File: src/rtl/pc_stack.sv
// pc_stack: program counter with a return-address stack (jump/call/ret, sticky overflow/underflow flags)
// ports: clk, rst (async, active-high); en advances state; jump/call/ret request ops (ret > call > jump > increment);
//        clr_err clears ovf/unf; target is the jump/call destination; q is the registered PC;
//        sp counts valid stack entries; full/empty decode sp; ovf/unf flag call-while-full and ret-while-empty
module pc_stack #(
    parameter int WIDTH        = 4,
    parameter int DEPTH        = 4,
    parameter int RESET_VECTOR = 0
) (
    input  logic                         clk,
    input  logic                         rst,
    input  logic                         en,
    input  logic                         jump,
    input  logic                         call,
    input  logic                         ret,
    input  logic                         clr_err,
    input  logic [WIDTH-1:0]             target,
    output logic [WIDTH-1:0]             q,
    output logic [$clog2(DEPTH+1)-1:0]   sp,
    output logic                         full,
    output logic                         empty,
    output logic                         ovf,
    output logic                         unf
);
    localparam int SW = $clog2(DEPTH + 1);
    localparam int IW = DEPTH > 1 ? $clog2(DEPTH) : 1;
    logic [WIDTH-1:0] stack [DEPTH];
    logic [WIDTH-1:0] q_inc, q_nxt;
    logic [SW-1:0]    sp_nxt;
    logic [IW-1:0]    top, wr;
    logic             pop, push, jmp, ovf_ev, unf_ev;
    assign full  = sp == SW'(DEPTH);
    assign empty = sp == '0;
    always_comb begin
        q_inc  = q + WIDTH'(1);
        top    = IW'(sp - SW'(1));
        wr     = IW'(sp);
        pop    = en & ret & ~empty;
        unf_ev = en & ret & empty;
        push   = en & ~ret & call & ~full;
        ovf_ev = en & ~ret & call & full;
        jmp    = en & ~ret & ~call & jump;
        // failed call/ret fall through to the increment path
        q_nxt  = !en ? q : pop ? stack[top] : (push | jmp) ? target : q_inc;
        sp_nxt = pop ? sp - SW'(1) : push ? sp + SW'(1) : sp;
    end
    always_ff @(posedge clk or posedge rst) begin
        if (rst) begin
            q   <= WIDTH'(RESET_VECTOR);
            sp  <= '0;
            ovf <= 1'b0;
            unf <= 1'b0;
        end else begin
            q   <= q_nxt;
            sp  <= sp_nxt;
            ovf <= ovf_ev | (ovf & ~clr_err);
            unf <= unf_ev | (unf & ~clr_err);
        end
    end
    // storage is deliberately left unreset; entries at or above sp are never read
    always_ff @(posedge clk) begin
        if (push) stack[wr] <= q_inc;
    end
endmodule

File: config.mk
export PLATFORM = sky130hd
export DESIGN_NAME = pc_stack
export DESIGN_NICKNAME = d
export VERILOG_FILES = /design/src/rtl/pc_stack.sv
export SDC_FILE = /design/constraint.sdc
export NUM_CORES = 1
export LEC_CHECK = 0
export CORE_MARGIN = 1
export CORE_UTILIZATION = 50
export CTS_BUF_LIST = sky130_fd_sc_hd__clkbuf_8
export CTS_CLUSTER_SIZE = 24
export DETAILED_ROUTE_END_ITERATION = 8
export PLACE_DENSITY = 0.84
export SLEW_MARGIN = 20
export SYNTH_ARGS = -nofsm -noshare
export SYNTH_HDL_FRONTEND = slang
export SYNTH_SLANG_ARGS = --single-unit
export TNS_END_PERCENT = 100
File: constraint.sdc
create_clock -name clk -period 2.2 [get_ports clk]
set_input_delay 0.44 -clock clk [delete_from_list [all_inputs] [get_ports clk]]
set_output_delay 0.44 -clock clk [all_outputs]
set_load 0.05 [all_outputs]
==> flow_summary_export.csv <==
group,metric,value,unit
detailed_routing,drt_pre_antenna_iters,4,
detailed_routing,ant_nets,0,
global_routing,grt_remaining_overflow,0,
critical_path,crit_arrival,1.63,ns
critical_path,r2r_cells,7,
critical_path,crit_slowest_cell,"dfrtp_2",
placement,placed_cell_area,1500,µm²
hold_path,hp-class,"in -> async",
floorplanning,core.rowCount,17,
sta,fin_skew,0.00259,ns
sta,slew_violations,0,
cts,cts_inserted_buffers,3,
sta,fin_crit,2.07,ns
critical_path,r2r-start,"sp[1]",
yosys,ys_warn_count,0,
cts,htreeDepth,1,
yosys,synth_common_cells,"edfxtp_1 (16), dfrtp_1 (9), ha_1 (7), inv_1 (6), nor2_1 (6)",
detailed_routing,drc,0,
cells_and_area,drive_gt1_share,12.6,%
yosys,synth_fp_nets,103,
floorplanning,dieArea,2630,µm²
global_routing,grt_pass1_vias,822,
yosys,syn_avg_cell_area,14.3,µm²
detailed_routing,vias,758,
sta,slew_headroom,66.2,%
critical_path,r2r_end,"sp[2]",
sta,setup_viol,0,
yosys,synth.most_common_cell,"edfxtp_1",
floorplanning,ios,22,
floorplanning,fp.dieH,51.2,µm
global_routing,grt_usage,21.3,%
yosys,syn_area,1210,µm²
sta,period_share,94.0,%
yosys,ys_async_sr_fraction,36.0,%
power,p_leak,0.000617,µW
yosys,ys_seq_elements,25,
yosys,seq_area_frac_synth,58.2,%
cts,cts-root-buf,"clkbuf_8",
yosys,netlist_instances,85,
detailed_routing,vias_per_cell,5.45,
yosys,synth_top_area_share,39.6,%
detailed_routing,drt_iter0_drc,13,
placement,pre_cts_ws,0.120,ns
critical_path,cp_common_cell,"ha_1",
critical_path,critPathKind,"reg -> out",
global_routing,grt_max_degree,15,
critical_path,critPathTopFamily,"adder cells",
yosys,synthTopCellsByArea,"edfxtp_1 (40%), dfrtp_1 (19%), ha_1 (7.2%)",
cells_and_area,fin_nets,130,
yosys,synth_edf_count,16,
cts,cts_setup_buffers,0,
power,max-vdd-ir-drop,1040,µV
critical_path,crit_path_end_kind,"primary output",
sta,setup_tns,0,ns
sta,fmax,0.483,GHz
sta,grt_setup_unrepaired,"no",
yosys,synth_top_area_cell,"edfxtp_1",
cts,cts_tree,"built",
sta,setup_slack,0.131,ns
critical_path,crit_required,1.76,ns
sta,tightest_slew,0.505,ns
cts,cts_hold_buffers,0,
power,cellPowerDensity,1410,nW/µm²
critical_path,worst_setup_path_start_kind,"flop",
yosys,synth_ff_type,"edfxtp_1",
critical_path,crit_fanout,6,
cts,cts_resized,0,
cells_and_area,syn_to_final_growth,27.2,%
yosys,ys_types,26,
global_routing,grt_first_pass_wirelength,3870,µm
cts,cts_buffer_depth,2,
critical_path,worstPathCellList,"inv_1, ha_1, ha_1, buf_12",
cts,clk_latency,0.27,ns
run_status,status,"complete, no violations",
cts,cts.sinks,25,
sta,final_hold_viol_count,0,
sta,hold_slack,0.426,ns
critical_path,ff2ff_setup_slack,0.26,ns
job,maxCapViolations,0,
detailed_routing,finalWirelength,2430,µm
cells_and_area,antenna_cells,0,
floorplanning,start_util,53.8,%
critical_path,cp.depth,4,
placement,dpl.hpwl,1790,µm
critical_path,path_buf_inv,2,
floorplanning,coreArea,2250,µm²
cts,clkTransAtPathRegs,0.09,ns
detailed_routing,wl_per_cell,17.5,µm
placement,port_buffers,21,
placement,routabilityCongestion,0.785,
critical_path,cpPeakStageDelay,0.44,ns
cells_and_area,fill_cells,172,
global_routing,grt_antenna_before_repair,0,
cells_and_area,final_area,1540,µm²
floorplanning,dieWidth,51.2,µm
## logic make-up after synthesis
| logic type | Yosys count | share of synthesized area, % |
|---|---|---|
| simple gates | 20 | 9.08 |
| buf+inv | 7 | 2.79 |
| fa+ha+maj | 7 | 7.22 |
| xor+xnor | 4 | 2.89 |
| flops | 25 | 58.2 |
| mux | 10 | 13.4 |
| compound gates | 12 | 6.40 |
## metrics by stage
stage               utilization (%)  total power (µW)  instances
floorplan                         -              1540         85
global placement               66.4              1880        135
detailed placement             66.4              1910        135
CTS                            68.4              2190        139
global route                   68.4              2280        139
finish                         68.4              2180        139
## routing by layer
metal,vias up,track usage [%],share of wire [%]
met5,-,0,0
met2,21,36.0,49
met3,2,4.46,4.5
met4,0,8.11,0.33
li1,367,-,-
met1,368,27.0,46
## worst max-delay path by stage
| stage | from | to | slack, ns |
|---|---|---|---|
| floorplan | sp[0] | q[1] | 0.04 |
| global placement | en | sp[2] | 0.19 |
| detailed placement | en | sp[2] | 0.12 |
| CTS | sp[0] | sp[0] | 0.11 |
| global route | sp[1] | empty | 0.07 |
| finish | sp[1] | empty | 0.13 |
## registers in the layout, indices dropped and copies added (netlist names)
name,cells
unf,1
sp,3
ovf,1
stack,16
q,4
## power breakdown
group,total [µW],internal [µW],switching [µW]
clock network,282,127,155
registers,757,677,80.1
logic,1140,455,685
total,2180,1260,920
## area by class of cell
type / count / area [µm²] / area share [%]
Tap cell: 28 / 35.0 / 2.27
Clock inverter: 1 / 5.00 / 0.324
Inverter: 6 / 22.5 / 1.46
Sequential cell: 25 / 708 / 45.9
Clock buffer: 3 / 41.3 / 2.68
Multi-Input combinational cell: 53 / 485 / 31.5
Timing Repair Buffer: 23 / 245 / 15.9
## layout by cell type (no fill, tap or decap)
cell type        instances
xnor2_1                  3
dfrtp_1                  7
o21ai_1                  1
inv_1                    6
and2_1                   4
a21oi_1                  3
ha_1                     6
a211oi_1                 1
nand3_1                  1
mux4_2                   1
nor2_1                   6
mux4_1                   3
a32o_1                   2
nor2b_1                  4
ha_4                     1
and4bb_2                 1
and2b_1                  1
buf_4                    2
nor3_1                   1
edfxtp_1                16
o22ai_1                  1
clkdlybuf4s50_1         19
nand2_1                  2
mux2i_1                  5
mux2_2                   1
dfrtp_2                  2
xor2_1                   1
o21ai_0                  3
clkinv_2                 1
buf_12                   2
clkbuf_8                 3
o221ai_1                 1
Note: power is estimated with default switching activity, not from simulation.
